### src/rtl/minterm_scanner_pkg.sv
// Shared definitions for the minterm scanner: FSM encodings, code width and
// the default truth mask.
package minterm_pkg;

  localparam int CODE_W = 4;
  localparam logic [15:0] MASK_APP2 = 16'h68A4;

  typedef enum logic [1:0] {
    ST_IDLE = 2'd0,
    ST_SCAN = 2'd1,
    ST_EMIT = 2'd2,
    ST_DONE = 2'd3
  } state_e;

endpackage

### src/rtl/minterm_scanner_match.sv
// Combinational lookup: does the 4-input function at code idx_i take the
// target value? Kept separate so other lab blocks can reuse the lookup.
module minterm_match
  import minterm_pkg::*;
#(
  parameter logic [15:0] TRUTH_MASK = MASK_APP2,
  parameter logic        TARGET     = 1'b1
) (
  input  logic [CODE_W-1:0] idx_i,
  output logic              match_o
);

  assign match_o = (TRUTH_MASK[idx_i] == TARGET);

endmodule

### src/rtl/minterm_scanner.sv
// Sweeps abcd = 0..15 on start and streams every code whose function value
// equals TARGET. Optional transfer counter enabled by MINTERM_SCAN_COUNT_EN.
module minterm_scanner
  import minterm_pkg::*;
#(
  parameter logic [15:0] TRUTH_MASK = MASK_APP2,
  parameter logic        TARGET     = 1'b1
) (
  input  logic              clk,
  input  logic              rst_n,
  input  logic              start,
  output logic [CODE_W-1:0] code,
  output logic              code_valid,
  input  logic              code_ready,
  output logic              busy,
  output logic              done
`ifdef MINTERM_SCAN_COUNT_EN
  ,
  output logic [4:0]        count
`endif
);

  // Stream handshake: code is offered while code_valid is high and is held
  // stable until code_valid & code_ready on a rising edge retires it.

  state_e            state_q;
  logic [CODE_W-1:0] idx_q;
  logic [CODE_W-1:0] code_q;
  logic              valid_q;
  logic              busy_q;
  logic              done_q;
  logic              match;
  logic              xfer;

  minterm_match #(
    .TRUTH_MASK(TRUTH_MASK),
    .TARGET    (TARGET)
  ) u_match (
    .idx_i  (idx_q),
    .match_o(match)
  );

  assign xfer = valid_q & code_ready;

  always_ff @(posedge clk or negedge rst_n) begin
    if (!rst_n) begin
      state_q <= ST_IDLE;
      idx_q   <= '0;
      code_q  <= '0;
      valid_q <= 1'b0;
      busy_q  <= 1'b0;
      done_q  <= 1'b0;
    end else begin
      done_q <= 1'b0;
      case (state_q)
        ST_IDLE: begin
          if (start) begin
            idx_q   <= '0;
            busy_q  <= 1'b1;
            state_q <= ST_SCAN;
          end
        end
        ST_SCAN: begin
          if (match) begin
            code_q  <= idx_q;
            valid_q <= 1'b1;
            state_q <= ST_EMIT;
          end else if (idx_q == 4'hF) begin
            busy_q  <= 1'b0;
            state_q <= ST_DONE;
          end else begin
            idx_q <= idx_q + 4'd1;
          end
        end
        ST_EMIT: begin
          if (xfer) begin
            valid_q <= 1'b0;
            // idx 15 ends the sweep explicitly rather than wrapping to 0
            if (idx_q == 4'hF) begin
              busy_q  <= 1'b0;
              state_q <= ST_DONE;
            end else begin
              idx_q   <= idx_q + 4'd1;
              state_q <= ST_SCAN;
            end
          end
        end
        ST_DONE: begin
          done_q  <= 1'b1;
          state_q <= ST_IDLE;
        end
        default: state_q <= ST_IDLE;
      endcase
    end
  end

`ifdef MINTERM_SCAN_COUNT_EN
  logic [4:0] count_q;

  always_ff @(posedge clk or negedge rst_n) begin
    if (!rst_n) begin
      count_q <= '0;
    end else if (state_q == ST_IDLE && start) begin
      count_q <= '0;
    end else if (state_q == ST_EMIT && xfer) begin
      count_q <= count_q + 5'd1;
    end
  end

  assign count = count_q;
`endif

  assign code       = code_q;
  assign code_valid = valid_q;
  assign busy       = busy_q;
  assign done       = done_q;

endmodule

### config.mk
export PLATFORM = sky130hd
export DESIGN_NAME = minterm_scanner
export DESIGN_NICKNAME = d
export VERILOG_FILES = /design/src/rtl/minterm_scanner_pkg.sv /design/src/rtl/minterm_scanner_match.sv /design/src/rtl/minterm_scanner.sv
export SDC_FILE = /design/constraint.sdc
export NUM_CORES = 1
export LEC_CHECK = 0
export ABC_CLOCK_PERIOD_IN_PS = 3800
export BUFFER_PORTS_ARGS = -buffer_cell sky130_fd_sc_hd__buf_2
export CORE_MARGIN = 2
export CORE_UTILIZATION = 50
export DETAILED_ROUTE_END_ITERATION = 16
export GPL_ROUTABILITY_DRIVEN = 0
export PLACE_DENSITY_LB_ADDON = 0.05
export SYNTH_ARGS = -nofsm -noshare
export SYNTH_HDL_FRONTEND = slang
export SYNTH_SLANG_ARGS = --single-unit
### constraint.sdc
create_clock -name clk -period 3.8 [get_ports clk]
set_input_delay 0.76 -clock clk [delete_from_list [all_inputs] [get_ports clk]]
set_output_delay 0.76 -clock clk [all_outputs]
set_load 0.03 [all_outputs]
# == Yosys cells after proc, flatten, opt, wreduce, memory -nomap -nowiden ==
# Memories as Yosys holds them, arrays and structs flattened.
# Cells that the tools add are included.
# classes
magnitude_cmp,1
add_sub_neg,1
eq_ne,9
bitwise,1
n_mul,0
shifts,0
mux,21
div_mod_pow,0
reduce_logical,7
# ops
op,count
two-way mux 4 bit,4
case mux 4 bit (3 select lines),1
two-way mux 2 bit,5
two-way mux 1 bit,8
"inequality test 2 bit, second input constant",4
case mux 2 bit (4 select lines),1
AND reduction 3 bit,2
"less-than comparator 4 x 5 -> 1 bit, second input constant",1
"adder 4 x 1 -> 4 bit, second input constant",1
"== test 2 bit, second input constant",2
"== test 4 bit, second input constant",1
AND reduction 4 bit,1
"inequality test 3 bit, second input constant",1
case mux 1 bit (3 select lines),1
nonzero test 3 bit,1
"== test 2 x 1 -> 1 bit, second input constant",1
logical NOT 2 bit,1
case mux 1 bit (2 select lines),1
AND reduction 2 bit,1
nonzero test 2 bit,1
bitwise AND 1 bit,1
# totals
n_memories,1
inputBits,4
latch_bits,0
rom_bits,16
elab_cells,47
out_inout_bits,7
ff_bits,13
ram_bits,0
# memory_table
memory,depth,width,rd,rd_ports_with_merged_regs,write_ports,line,rtl
(no name shown),16,1,1,0,0,minterm_scanner_match.sv:13,assign match_o = (TRUTH_MASK[idx_i] == TARGET);

# == Logic depth before layout (Yosys ltp) ==
# depth
word_depth,4
ltp_mapped,7
ltp_nobuf,6

# == Cells and area by module ==
# From an unflattened synthesis, not the netlist that was laid out.
# unflattened
cells_unflattened,71
area_unflattened_um2,775.7
# modules_own_cells
module,n_inst,area_each_um2,seq_area_each_um2,cells_per_inst
minterm_scanner,1,720.7,325.3,66
minterm_match,1,55.1,0.0,5

# == Least setup slack after synthesis ==
# OpenSTA, ideal clock, no wires.
# synth_timing
path_type,reg-to-reg
start,reg idx_q[0]
end,reg busy_q (netlist: busy)
path_buffers,1
stages_incl_launch_ff,8
required_time_ns,3.657
setup_time_ns,0.143
synth_period_minus_slack_ns,2.021
arrival_ns,1.879
slack_ns,1.779
path_cell_list,dfrtp_1 > inv_1 > ha_1 > inv_1 > mux4_2 > buf_6 > a2111oi_0 > o22ai_1
# synth_via
elab_chain_cells,4
word_cells_on_any_way,9
classes_between,eq/ne: 2; mux: 5; reduce/logical: 1; memory: 1
# synth_rtl
item,line,rtl
from (decl),minterm_scanner.sv:27,logic [CODE_W-1:0] idx_q;
from (signal assigned),minterm_scanner.sv:72,idx_q <= idx_q + 4'd1;
from (signal assigned),minterm_scanner.sv:83,idx_q <= idx_q + 4'd1;
memory (16 x 1 bit) / == test 4 bit (equally long branches),--,
two-way mux 1 bit (on tied branches),--,
"inequality test 2 bit (no line), or another cell as far along",--,
AND reduction 4 bit (no line) / case mux 1 bit (3 select lines) (equally long branches),--,
to (signal assigned),minterm_scanner.sv:51,busy_q <= 1'b0;
to (signal assigned),minterm_scanner.sv:59,busy_q <= 1'b1;
to (signal assigned),minterm_scanner.sv:69,busy_q <= 1'b0;
to (decl),minterm_scanner.sv:30,logic busy_q;
# Several ways; a longest one is shown, not always the timed one. The select of a mux whose other input is x is not followed.
# A chain may end at the register's enable or synchronous reset.

# == Worst setup path in the final report ==
# Ends and elaborated chain as after synthesis.

==> impl_metrics.toml <==
[timing]
finalSetupTns_ps = 0
hold_viol_final = 0
finalSetupViolCount = 0
slew_viol_final = 0
fmax_mhz = 450
rsz0062_at_grt = "no"
slew_headroom_pct = 71.3
finalCritPeriodShare_pct = 58.5
period_minus_slack_ps = 2220
fin_skew_ps = 0.859
max_slew.worst_pin.slew_ps = 420

[clocking]
cts_setup_buffers = 0
cts_htree_levels = 1
cts_buffers = 3
cts_resized = 0
cts_tree = "done"
postCtsHoldBufs = 0
root_buffer = "clkbuf_4"
cts.sinks = 13
cts_buffer_depth = 2
clk_pin_slew_ps = 80
clk_latency_ps = 280

[synthesis]
ys_seq_area_share_pct = 39.6
syn_avg_cell_area_um2 = 10.1
synth.distinct_cells = 34
synth_fp_nets = 92
ys_warn_count = 0
synth-edff-count = 0
synth_async_sr_flop_share_pct = 100
syn-cell-area_um2 = 821
synth_flop_cell = "dfrtp_1"
synth_cells = 81
synth-seq-cells = 13

[floorplanning]
io_pins = 11
start_util_pct = 53.9
die_x_um = 44.5
fp.dieH_um = 44.5
fp-row-count = 14
coreArea_mm2 = 0.00152
die_area_mm2 = 0.00198

[power_and_ir_drop]
comb_power_share_pct = 1.9
ir_worst_vdd_v = 0.000169
power.density_mw_per_mm2 = 256
p_leak_nw = 0.458
pwr-share-clk_pct = 37.9
switchingPower_uw = 49.2
total_power_uw = 230
p_int_uw = 180
p_sw_share_pct = 21.4
seq_power_share_pct = 60.2

[drt]
wl_per_cell_um = 14.5
drt-initial-drc-count = 19
drc = 0
ant_nets = 0
wl_um = 1570
vias = 643
via_per_inst = 5.95
dr.pass1.iters = 5

[critical_path]
cp_cell_sequence = "inv_1 > ha_1 > inv_1 > mux4_2 > a2111oi_0 > o22ai_1"
worstPathRequired_ps = 3950
critPathMaxStageDelay_ps = 580
rrSetupSlack_ps = 1580
end_kind = "register"
crit_slowest_cell = "mux4_2"
critPathArrivalTime_ps = 2370
cpMostUsedCell = "inv_1"
cp_num_buf_inv = 2
crit_fanout = 10
cpLargestDelayFamily = "compound AO/OA/AOI/OAI gates"
critical_path_class = "reg2reg"
cp-start-kind = "register"

[placement]
port_buffers = 10
place_hpwl_um = 1170

[global_routing]
first_global_vias = 570
grt_max_degree = 14
track_usage_pct = 17.5
grt_overflow_total = 0
grt_pass1_wl_um = 2550
antenna_found_initial = 0

[layout]
drive_gt1_share_pct = 19.6
area_delta_synth_final_pct = 9.30
nNetsFinal = 104
final_cell_mix = "dfrtp_1, buf_2, inv_1, ha_1"
post-route-util_pct = 58.9
diodes = 0
final_common_cell = "dfrtp_1"

[run]
cap_violations = 0

[worst_hold_path]
worstHoldPathType = "in2async"

[outcome]
outcome = "finished clean"
-- stage by stage --
stage / worst slack (ps) / area, um^2 / instances / hold WS (ps)
6_report: 1580 / 897 / 108 / 354
5_1_grt: 1440 / 897 / 108 / 378
4_1_cts: 1590 / 897 / 108 / 362
3_5_place_dp: 1590 / 871 / 104 / 496
3_3_place_gp: 1720 / 871 / 104 / 482
2_1_floorplan: 1780 / 821 / 81 / 464
-- state kept, by name (all words and copies together) (netlist names) --
| signal | flops |
|---|---|
| busy | 1 |
| code | 4 |
| code_valid | 1 |
| done | 1 |
| idx_q | 4 |
| state_q | 2 |
-- cells by family after synthesis --
kind of cell / count (synthesis) / synth area share (%)
AO/OA/AOI/OAI: 25 / 22.3
flip-flops: 13 / 39.6
AND/OR/NAND/NOR: 18 / 11.6
buffers and inverters: 12 / 6.55
adder cells (fa/ha/maj): 7 / 10.7
multiplexers: 6 / 9.30
-- metal layers --
layer	track usage [%]	routed length, um	up-vias
li1	-	-	325
met1	27.9	820	294
met2	24.1	640	21
met3	2.45	84	3
met4	5.45	20	0
met5	0	0	-
-- final timing paths --
check / end / startpoint / cells after the start
min in group clk: code[2] / code[2] / 1
min reg2reg: code[2] / code[2] / 1
min: done / rst_n / 1
max reg2reg: busy / idx_q[0] / 6
max in group asynchronous: idx_q[1] / rst_n / 1
max: busy / idx_q[0] / 6
-- cell type report --
type / count / area (um^2)
well taps: 16 / 20.0
clock buffers: 4 / 26.3
repair buffers: 10 / 50.0
fillers: 132 / 627
inverters: 9 / 33.8
flip-flops and latches: 13 / 325
multi-input cells: 56 / 442
-- cell usage after synthesis, types with 2 or more instances --
master,instances,area [um^2]
a2bb2oi_1,2,17.5
and3_1,2,12.5
ha_1,7,87.6
a21oi_1,2,10.0
o21ai_0,6,30.0
nor2_1,2,7.51
mux2_2,3,33.8
inv_1,9,33.8
a2111oi_0,2,17.5
mux2i_1,2,20.0
nand2b_1,2,12.5
nand2_1,6,22.5
a211oi_1,3,22.5
dfrtp_1,13,325
-- power by group through the flow --
stage                     combinational [mW]  sequential (mW)  clock [mW]
final                                0.00443            0.138      0.0869
after global routing                 0.00544            0.138      0.0936
after CTS                            0.00469            0.138      0.0880
after detailed placement             0.00473            0.141           0
after global placement               0.00465            0.141           0
after floorplan                     0.000401            0.141           0
-- worst register-to-register path: stages (launching register included) --
cell	delay, ps
dfrtp_1	430
inv_1	100
ha_1	300
inv_1	50
mux4_2	580
a2111oi_0	490
o22ai_1	140
Note: power is estimated with default switching activity, not from simulation.
